`src/rtl/param_delay_line_if.sv`:
```
// Handshake bundle for param_delay_line: shift enable, input word/valid and
// registered output word/valid plus occupancy flags.
interface param_delay_line_if #(
  parameter int BITNESS  = 16,
  parameter int DEPTH    = 4,
  parameter int CHANNELS = 2
);
  localparam int CNT_W = $clog2(DEPTH + 1);

  logic                         EN;
  logic                         i_VALID;
  logic [CHANNELS*BITNESS-1:0]  i_DATA;
  logic                         o_VALID;
  logic [CHANNELS*BITNESS-1:0]  o_DATA;
  logic [CNT_W-1:0]             o_COUNT;
  logic                         o_FULL;
  logic                         o_EMPTY;

  modport master (
    output EN, i_VALID, i_DATA,
    input  o_VALID, o_DATA, o_COUNT, o_FULL, o_EMPTY
  );

  modport slave (
    input  EN, i_VALID, i_DATA,
    output o_VALID, o_DATA, o_COUNT, o_FULL, o_EMPTY
  );
endinterface

```
`src/rtl/param_delay_line.sv`:
```
// Multi-channel stallable delay line with per-stage valid bits and occupancy count.
// Optional synchronous clear port i_CLR when PARAM_DELAY_LINE_CLR_EN is defined.
module param_delay_line #(
  parameter int BITNESS  = 16,
  parameter int DEPTH    = 4,
  parameter int CHANNELS = 2,
  parameter int CNT_W    = $clog2(DEPTH + 1)
) (
  input  logic                CLK,
  input  logic                RST_N,
`ifdef PARAM_DELAY_LINE_CLR_EN
  input  logic                i_CLR,
`endif
  param_delay_line_if.slave   bus
);
  localparam int W = CHANNELS * BITNESS;

  logic [W-1:0]     data_q  [DEPTH];
  logic             valid_q [DEPTH];
  logic [CNT_W-1:0] count_q;
  logic             clr;

`ifdef PARAM_DELAY_LINE_CLR_EN
  assign clr = i_CLR;
`else
  assign clr = 1'b0;
`endif

  always_ff @(posedge CLK or negedge RST_N) begin
    if (!RST_N) begin
      for (int k = 0; k < DEPTH; k++) begin
        data_q[k]  <= '0;
        valid_q[k] <= 1'b0;
      end
      count_q <= '0;
    end else if (clr) begin
      // clear wins over EN; the word presented this cycle is dropped
      for (int k = 0; k < DEPTH; k++) begin
        data_q[k]  <= '0;
        valid_q[k] <= 1'b0;
      end
      count_q <= '0;
    end else if (bus.EN) begin
      data_q[0]  <= bus.i_DATA;
      valid_q[0] <= bus.i_VALID;
      for (int k = 1; k < DEPTH; k++) begin
        data_q[k]  <= data_q[k-1];
        valid_q[k] <= valid_q[k-1];
      end
      count_q <= count_q + CNT_W'(bus.i_VALID) - CNT_W'(valid_q[DEPTH-1]);
    end
  end

  assign bus.o_DATA  = data_q[DEPTH-1];
  assign bus.o_VALID = valid_q[DEPTH-1];
  assign bus.o_COUNT = count_q;
  assign bus.o_FULL  = (count_q == CNT_W'(DEPTH));
  assign bus.o_EMPTY = (count_q == '0);

endmodule
```
`src/flat_wrapper.sv`:
```
// flat-port wrapper written by rule: the top's interface ports become plain ports
module param_delay_line_flat 
#(
  parameter int BITNESS  = 16,
  parameter int DEPTH    = 4,
  parameter int CHANNELS = 2,
  parameter int CNT_W    = $clog2(DEPTH + 1)
)
  (CLK, RST_N, bus_EN, bus_i_VALID, bus_i_DATA, bus_o_VALID, bus_o_DATA, bus_o_COUNT, bus_o_FULL, bus_o_EMPTY);
  param_delay_line_if #(.BITNESS(BITNESS), .DEPTH(DEPTH), .CHANNELS(CHANNELS)) bus_i ();
  input  logic CLK;
  input  logic RST_N;
  input wire logic [$bits(bus_i.EN)-1:0] bus_EN;
  input wire logic [$bits(bus_i.i_VALID)-1:0] bus_i_VALID;
  input wire logic [$bits(bus_i.i_DATA)-1:0] bus_i_DATA;
  output wire logic [$bits(bus_i.o_VALID)-1:0] bus_o_VALID;
  output wire logic [$bits(bus_i.o_DATA)-1:0] bus_o_DATA;
  output wire logic [$bits(bus_i.o_COUNT)-1:0] bus_o_COUNT;
  output wire logic [$bits(bus_i.o_FULL)-1:0] bus_o_FULL;
  output wire logic [$bits(bus_i.o_EMPTY)-1:0] bus_o_EMPTY;
  assign bus_i.EN = bus_EN;
  assign bus_i.i_VALID = bus_i_VALID;
  assign bus_i.i_DATA = bus_i_DATA;
  assign bus_o_VALID = bus_i.o_VALID;
  assign bus_o_DATA = bus_i.o_DATA;
  assign bus_o_COUNT = bus_i.o_COUNT;
  assign bus_o_FULL = bus_i.o_FULL;
  assign bus_o_EMPTY = bus_i.o_EMPTY;
  param_delay_line #(.BITNESS(BITNESS), .DEPTH(DEPTH), .CHANNELS(CHANNELS), .CNT_W(CNT_W)) u_core (.CLK(CLK), .RST_N(RST_N), .bus(bus_i));
endmodule
```
`config.mk`:
```
export PLATFORM = sky130hd
export DESIGN_NAME = param_delay_line_flat
export DESIGN_NICKNAME = d
export VERILOG_FILES = /design/src/rtl/param_delay_line_if.sv /design/src/rtl/param_delay_line.sv /design/src/flat_wrapper.sv
export SDC_FILE = /design/constraint.sdc
export NUM_CORES = 1
export LEC_CHECK = 0
export CORE_AREA = 2 2 120 122
export DETAILED_ROUTE_END_ITERATION = 8
export DIE_AREA = 0 0 122 124
export SLEW_MARGIN = 20
export SYNTH_ARGS = -nofsm -noshare
export SYNTH_HDL_FRONTEND = slang
export SYNTH_SLANG_ARGS = --single-unit
export TNS_END_PERCENT = 10
```
`constraint.sdc`:
```
create_clock -name CLK -period 2.2 [get_ports CLK]
set_clock_uncertainty 0.05 [all_clocks]
set_input_delay 0.66 -clock CLK [delete_from_list [all_inputs] [get_ports CLK]]
set_output_delay 0.66 -clock CLK [all_outputs]
set_load 0.02 [all_outputs]
```
# == After elaboration in Yosys (flattened, before gate mapping) ==
# Cells that the tools add are included.
# word_totals
reg_bits,135
latchBits,0
ramBits,0
rom_bits,0
in_bits,36
out_inout_bits,38
wordCells,13
mem_count,0
# classes
addsub,2
multipliers,0
n_div,0
order_cmp,0
n_eq_ne,1
shifts,0
muxes,0
bitwise,0
reduce_logical,1
# op_table
cell,count
$add A3 B1 Y3,1
$eq A3 B3 Y1 const B,1
$logic_not A3 Y1,1
$sub A3 B1 Y3,1

# == Longest topological paths before layout ==
# Gate-level depths: netlist (run 1).
# depth
word_depth,2
depth_mapped,9
ltp_nobuf,9

# == Worst setup path after synthesis (run 1) ==
# No wires, ideal clock.
# synth_path
path_type,register to register
start,register u_core.count_q[0] (netlist: u_core.bus.o_COUNT[0])
end,register u_core.count_q[2] (netlist: u_core.bus.o_COUNT[2])
setup_time_ps,130
t_arrival_ps,1727
required_time_ps,2020
setup_slack_ps,293
stages_incl_launch_ff,10
n_path_buf,0
period_less_slack_ps,1907
cell_sequence,dfrtp_1 > inv_1 > ha_1 > inv_1 > ha_1 > inv_1 > fa_1 > xor2_1 > nand2_1 > xnor2_1
# synth_via
elab_chain_cells,2
# synth_rtl
element,line,text
start: declaration,param_delay_line.sv:20,logic [CNT_W-1:0] count_q;
start signal: assignment,param_delay_line.sv:50,count_q <= count_q + CNT_W'(bus.i_VALID) - CNT_W'(valid_q[DEPTH-1]);
$add A3 B1 Y3,param_delay_line.sv:50,
$sub A3 B1 Y3,param_delay_line.sv:50,
# No other way between the ends.
# A chain may end at the register's enable or synchronous reset.

# == Final worst setup path (run 1) ==
# layout_path
start,register u_core.data_q (netlist bit u_core.bus.o_DATA[31])
end,output bus_o_DATA[31]
# layout_lines
element,line,text
start: declaration,param_delay_line.sv:18,logic [W-1:0] data_q [DEPTH];
start signal: indexed assignment,param_delay_line.sv:47,data_q[k] <= data_q[k-1];
end: declaration,flat_wrapper.sv:17,output wire logic [$bits(bus_i.o_DATA)-1:0] bus_o_DATA;
# No word-level cell between the ends.

==> results of run 1 <==
cell families after synthesis:
| logic type | count (synthesis) | synth area share [%] |
|---|---|---|
| AOI/OAI and AO/OA | 1 | 0.0915 |
| xor gates and xnor gates | 2 | 0.321 |
| and+or+nand+nor | 4 | 0.344 |
| muxes | 133 | 29.9 |
| adders and majority gates | 3 | 0.824 |
| buffers and inverters | 51 | 6.73 |
| DFF | 135 | 61.8 |
cell usage in the layout (no fill, tap or decap), types with 2 or more instances in the layout:
master           netlist  routed
clkbuf_8               0       5
mux2_2                96      96
clkinv_2               0       4
clkbuf_1               0       3
buf_12                 0       5
ha_1                   2       2
mux2_4                36      36
inv_1                  4       4
buf_6                  6       2
clkbuf_16              0      17
dlygate4sd2_1          0       2
dfrtp_1              135     135
nand2_1                2       2
clkdlybuf4s50_1        0      67
registers in the layout, indices dropped and copies added, names as in the netlist:
| signal | flops |
|---|---|
| u_core.data_q | 96 |
| u_core.bus.o_DATA | 32 |
| u_core.valid_q | 3 |
| u_core.bus.o_VALID | 1 |
| u_core.bus.o_COUNT | 3 |
power by group:
| group | total, mW | internal (mW) | switching, mW |
|---|---|---|---|
| registers | 3.19 | 2.94 | 0.252 |
| clock network | 2.49 | 1.56 | 0.933 |
| logic | 1.47 | 0.871 | 0.595 |
worst paths after layout:
kind,start,to,slack [ps],cells after the start
worst min register to register,u_core.data_q[118]$_DFFE_PN0P_,u_core.data_q[86]$_DFFE_PN0P_,450,1
max in group asynchronous,RST_N,u_core.bus.o_DATA[14]$_DFFE_PN0P_,1360,2
worst min-delay path,RST_N,u_core.data_q[91]$_DFFE_PN0P_,120,1
worst max register to register,u_core.bus.o_COUNT[0]$_DFFE_PN0P_,u_core.bus.o_COUNT[2]$_DFFE_PN0P_,330,9
worst max-delay path,u_core.bus.o_DATA[31]$_DFFE_PN0P_,bus_o_DATA[31],70,1
min in group CLK,u_core.data_q[118]$_DFFE_PN0P_,u_core.data_q[86]$_DFFE_PN0P_,450,1
cell usage after synthesis (all sizes together):
cell / n
nor3: 1
and3: 1
nand2: 2
fa: 1
dfrtp: 135
mux2i: 1
mux2: 132
inv: 4
buf: 47
ha: 2
xnor2: 1
xor2: 1
o21ai: 1
final cells by class:
type	instances	area, um^2
multi-input cells	143	1720
repair buffers	78	833
inverters	4	15.0
clock inverters	4	20.0
flip-flops and latches	135	3380
fillers	1198	7020
clock buffers	25	505
well taps	180	225
layer usage:
layer,vias up,share of wire (%),global-route usage (%)
met3,20,5.8,4.90
met4,0,3.2,7.97
met1,1346,45,15.0
met5,-,0,0
met2,56,46,16.6
li1,1203,-,-
timing repair:
item                       CTS  global route
cloned                       0             0
setup buffers                0             0
setup endpoints to repair    3             2
resized for setup            3             2
hold endpoints to repair     0             0
==> qor.yml, run 1 <==
synthesis:
  synth_nets: 368
  synthTopCellsByArea: "dfrtp_1, mux2_2, mux2_4, buf_4, buf_6"
  synthCells: 329
  synth_top_cell_area_share_pct: 61.8
  ys_seq_area_share_pct: 61.8
  synthesis.area_um2: 5460
  synth_seq_cells: 135
  ys_types: 16
  yosysWarnings: 0
  yosys.area.top_type: "dfrtp_1"
  syn_avg_cell_area_um2: 16.6
final_layout:
  fin_util_pct: 48.8
  drive_gt1_share_pct: 42.4
  n_antenna_cell: 0
  fin_nets: 418
  final_area_um2: 6700
  area_growth_pct: 22.5
  instances_no_fill: 569
worst_setup_path:
  path_delay_family: "buffers and inverters"
  worst-path-buf-inv: 1
  start_kind: "flop"
  crit_required_ps: 1490
  slowest_stage: "clkdlybuf4s50_1"
  cp_max_fo: 2
  max_stage_delay_ps: 660
  crit_arrival_ps: 1420
  path_cells: "clkdlybuf4s50_1"
  endpoint_kind: "output pin"
  critical_path_class: "flop to output pin"
placed_design:
  portBuffers: 73
  place_area_um2: 6170
  hpwl_mm: 5.01
  routabilityCongestion: 0.700
  pre_cts_ws_ps: -71.1
  place_inst: 540
pwr:
  finalPower_mw: 7.15
  p_per_area_nw_per_um2: 1070
  peakVddDrop_uv: 463
  leakage_nw: 2.94
floorplanning:
  start_util_pct: 39.8
  die_w_um: 122
  fp-row-count: 43
  core_area_um2: 13700
  fp.dieArea_um2: 15100
  dieHeight_um: 124
  ios: 74
cts:
  clockRootBuffer: "clkbuf_16"
  cts-htree-levels: 4
  cts_tree: "done"
  clockBufferDepth: 2
  cts_hold_buf: 0
  cts_made_buffers: 17
  clk_latency_ps: 410
  cts_sinks: 135
  clk_pin_slew_ps: 50
grt:
  antenna_found_initial: 0
  grt_pass1_vias: 2725
  grt_max_degree: 50
  grt_pass1_wl_mm: 13.3
  grt_usage_pct: 11.9
  grt_overflow: 0
hold_path:
  worstHoldPathType: "primary input to async pin"
route:
  dr_total_vias: 2625
  vias_per_cell: 4.61
  drc_errors: 0
  routed_wl_mm: 7.80
  antenna_left: 0
  first_pass_iters: 3
  first_iter_violations: 129
  wl_per_cell_um: 13.7
timing:
  finalHoldViolations: 0
  fin_crit_sh_pct: 96.7
  setup_ws_ps: 72.4
  setup_tns_ps: 0
  max_freq_mhz: 470
  setup_viol: 0
  hold_slack_ps: 125
  relSlewSlack_pct: 69.7
  tightest_slew_ps: 454
  finalCriticalPeriod_ps: 2130
  finalMaxSlewViolations: 0
  rsz0062_at_grt: "no"
run:
  max_cap_viol_count: 0
run_status:
  status: "finished clean"
No activity file was read; power rests on OpenSTA's default activity.
==> run 2, diff against run 1 <==
--- a/config.mk
+++ b/config.mk
@@ -8,7 +8,7 @@
 export CORE_AREA = 2 2 120 122
 export DETAILED_ROUTE_END_ITERATION = 8
 export DIE_AREA = 0 0 122 124
-export SLEW_MARGIN = 20
+export SKIP_LAST_GASP = 1
 export SYNTH_ARGS = -nofsm -noshare
 export SYNTH_HDL_FRONTEND = slang
 export SYNTH_SLANG_ARGS = --single-unit
==> run 2 against run 1 <==
  * The flow now finishes with violations (setup timing)
  * Cell area about the same
  * Cell count unchanged
  * Wire length about the same
  * Sequential cell count unchanged
  * Combinational power about the same
  * Maximum frequency decreased by 3.4%
  * Worst setup slack got worse by 74 ps
  * Clock power about the same
  * Hold slack about the same
  * Via count unchanged
  * Critical path type unchanged
  * Largest cell class unchanged
  * Largest power group unchanged
==> qor.yml, run 2 (synthesis gave the netlist of run 1 again) <==
timing:
  hold_slack_ps: 125  # about the same
  finalHoldViolations: 0  # unchanged
  relSlewSlack_pct: 69.7  # unchanged
  setup_ws_ps: -1.92  # was 72.4 ps
  rsz0062_at_grt: "yes"  # was no
  fin_crit_sh_pct: 100  # was 96.7%
  setup_viol: 1  # was 0
  finalMaxSlewViolations: 0  # unchanged
  max_freq_mhz: 454  # was 470 MHz
  tightest_slew_ps: 454  # unchanged
  finalCriticalPeriod_ps: 2200  # was 2130 ps
floorplanning:
  fp.dieArea_um2: 15100  # unchanged
  core_area_um2: 13700  # unchanged
  fp-row-count: 43  # unchanged
  die_w_um: 122  # unchanged
  dieHeight_um: 124  # unchanged
  ios: 74  # unchanged
  start_util_pct: 39.8  # unchanged
hold_path:
  worstHoldPathType: "primary input to async pin"  # unchanged
placed_design:
  pre_cts_ws_ps: -71.1  # unchanged
  portBuffers: 73  # unchanged
  place_inst: 540  # unchanged
  hpwl_mm: 5.01  # unchanged
  routabilityCongestion: 0.700  # unchanged
route:
  routed_wl_mm: 7.80  # about the same
  first_iter_violations: 130  # was 129
  drc_errors: 0  # unchanged
  vias_per_cell: 4.61  # unchanged
  dr_total_vias: 2625  # unchanged
  wl_per_cell_um: 13.7  # about the same
  first_pass_iters: 3  # unchanged
  antenna_left: 0  # unchanged
worst_setup_path:
  slowest_stage: "clkdlybuf4s50_1"  # unchanged
  path_cells: "clkdlybuf4s50_1"  # unchanged
  start_kind: "flop"  # unchanged
  critical_path_class: "flop to output pin"  # unchanged
  cp_max_fo: 5  # was 2
  worst-path-buf-inv: 1  # unchanged
  path_delay_family: "buffers and inverters"  # unchanged
  crit_required_ps: 1490  # about the same
  crit_arrival_ps: 1490  # was 1420 ps
  max_stage_delay_ps: 640  # was 660 ps
  endpoint_kind: "output pin"  # unchanged
pwr:
  p_per_area_nw_per_um2: 1070  # about the same
  peakVddDrop_uv: 463  # unchanged
  leakage_nw: 2.95  # was 2.94 nW
final_layout:
  largest-register: "u_core.data_q"  # unchanged
  fin_nets: 418  # unchanged
  instances_no_fill: 569  # unchanged
  mostFrequentLayoutCell: "dfrtp_1"  # unchanged
  n_antenna_cell: 0  # unchanged
  largest_register_ffs: 96  # unchanged
  drive_gt1_share_pct: 42.4  # unchanged
  fillers: 1196  # was 1198
  final_cell_mix: "dfrtp_1, mux2_2, clkdlybuf4s50_1"  # unchanged
  area_growth_pct: 22.6  # was 22.5%
grt:
  grt_usage_pct: 11.9  # unchanged
  grt_max_degree: 50  # unchanged
  grt_pass1_vias: 2725  # unchanged
  antenna_found_initial: 0  # unchanged
  grt_pass1_wl_mm: 13.3  # unchanged
  grt_overflow: 0  # unchanged
cts:
  clk_latency_ps: 410  # about the same
  cts_made_buffers: 17  # unchanged
  clockBufferDepth: 2  # unchanged
  cts_hold_buf: 0  # unchanged
  clockRootBuffer: "clkbuf_16"  # unchanged
  cts_sinks: 135  # unchanged
  cts-htree-levels: 4  # unchanged
  clk_pin_slew_ps: 50  # about the same
  cts_tree: "done"  # unchanged
run_status:
  violations: "setup timing"
  status: "finished, violations left"  # was finished clean
run:
  max_cap_viol_count: 0  # unchanged
-- run 2: worst paths after layout --
| path | end | startpoint | slack, ps | depth (start not counted) |
|---|---|---|---|---|
| worst max-delay path | bus_o_COUNT[1] | u_core.bus.o_COUNT[1]$_DFFE_PN0P_ | -2 | 1 |
| worst min-delay path | u_core.data_q[91]$_DFFE_PN0P_ | RST_N | 120 | 1 |
| worst max register to register | u_core.bus.o_COUNT[2]$_DFFE_PN0P_ | u_core.bus.o_COUNT[0]$_DFFE_PN0P_ | 330 | 9 |
| worst min register to register | u_core.data_q[86]$_DFFE_PN0P_ | u_core.data_q[118]$_DFFE_PN0P_ | 450 | 1 |
| max in group asynchronous | u_core.bus.o_DATA[14]$_DFFE_PN0P_ | RST_N | 1360 | 2 |
| min in group CLK | u_core.data_q[86]$_DFFE_PN0P_ | u_core.data_q[118]$_DFFE_PN0P_ | 450 | 1 |
-- run 2: layout make-up --
class / instances / area (um^2) / area share (%)
Inverter: 4 / 15.0 / 0.224
Multi-Input combinational cell: 143 / 1720 / 25.7
Clock inverter: 4 / 20.0 / 0.299
Tap cell: 180 / 225 / 3.36
Timing Repair Buffer: 78 / 835 / 12.5
Clock buffer: 25 / 505 / 7.55
Sequential cell: 135 / 3380 / 50.4
-- run 2: repair_timing --
item	CTS	global route
setup endpoints to repair	3	3
buffers inserted	0	0
gates resized for setup	1	1
-- run 2: report_power, final --
group | switching, mW | internal (mW) | leakage, nW
combinational | 0.595 | 0.882 | 1.10
clock | 0.933 | 1.56 | 0.265
sequential | 0.253 | 2.94 | 1.59
total | 1.78 | 5.38 | 2.95
-- run 2: worst reg2reg max path, cell delays in order (launching register included) --
cell and delay (ps):
dfrtp_1 360, inv_1 70, ha_1 280, inv_1 60
ha_1 130, inv_1 50, fa_1 370, xor2_1 160
nand2_1 80, xnor2_1 140
-- run 2: layer usage --
layer  GRT usage, %  up-vias  wire [um]
li1               -     1203          -
met1           15.0     1346       3530
met2           16.6       56       3560
met3           4.90       20        452
met4           7.97        0        252
met5              0        -          0
-- run 2: per-stage QoR --
step	power (mW)	setup TNS, ps	utilization [%]	instance area [um^2]
after floorplan	4.29	0	-	5460
after global placement	4.68	-29.5	45.0	6170
after detailed placement	4.74	-71.1	45.0	6170
after CTS	7.30	-274	48.8	6690
after global routing	7.57	-103	48.8	6700
final	7.16	-1.92	48.8	6700
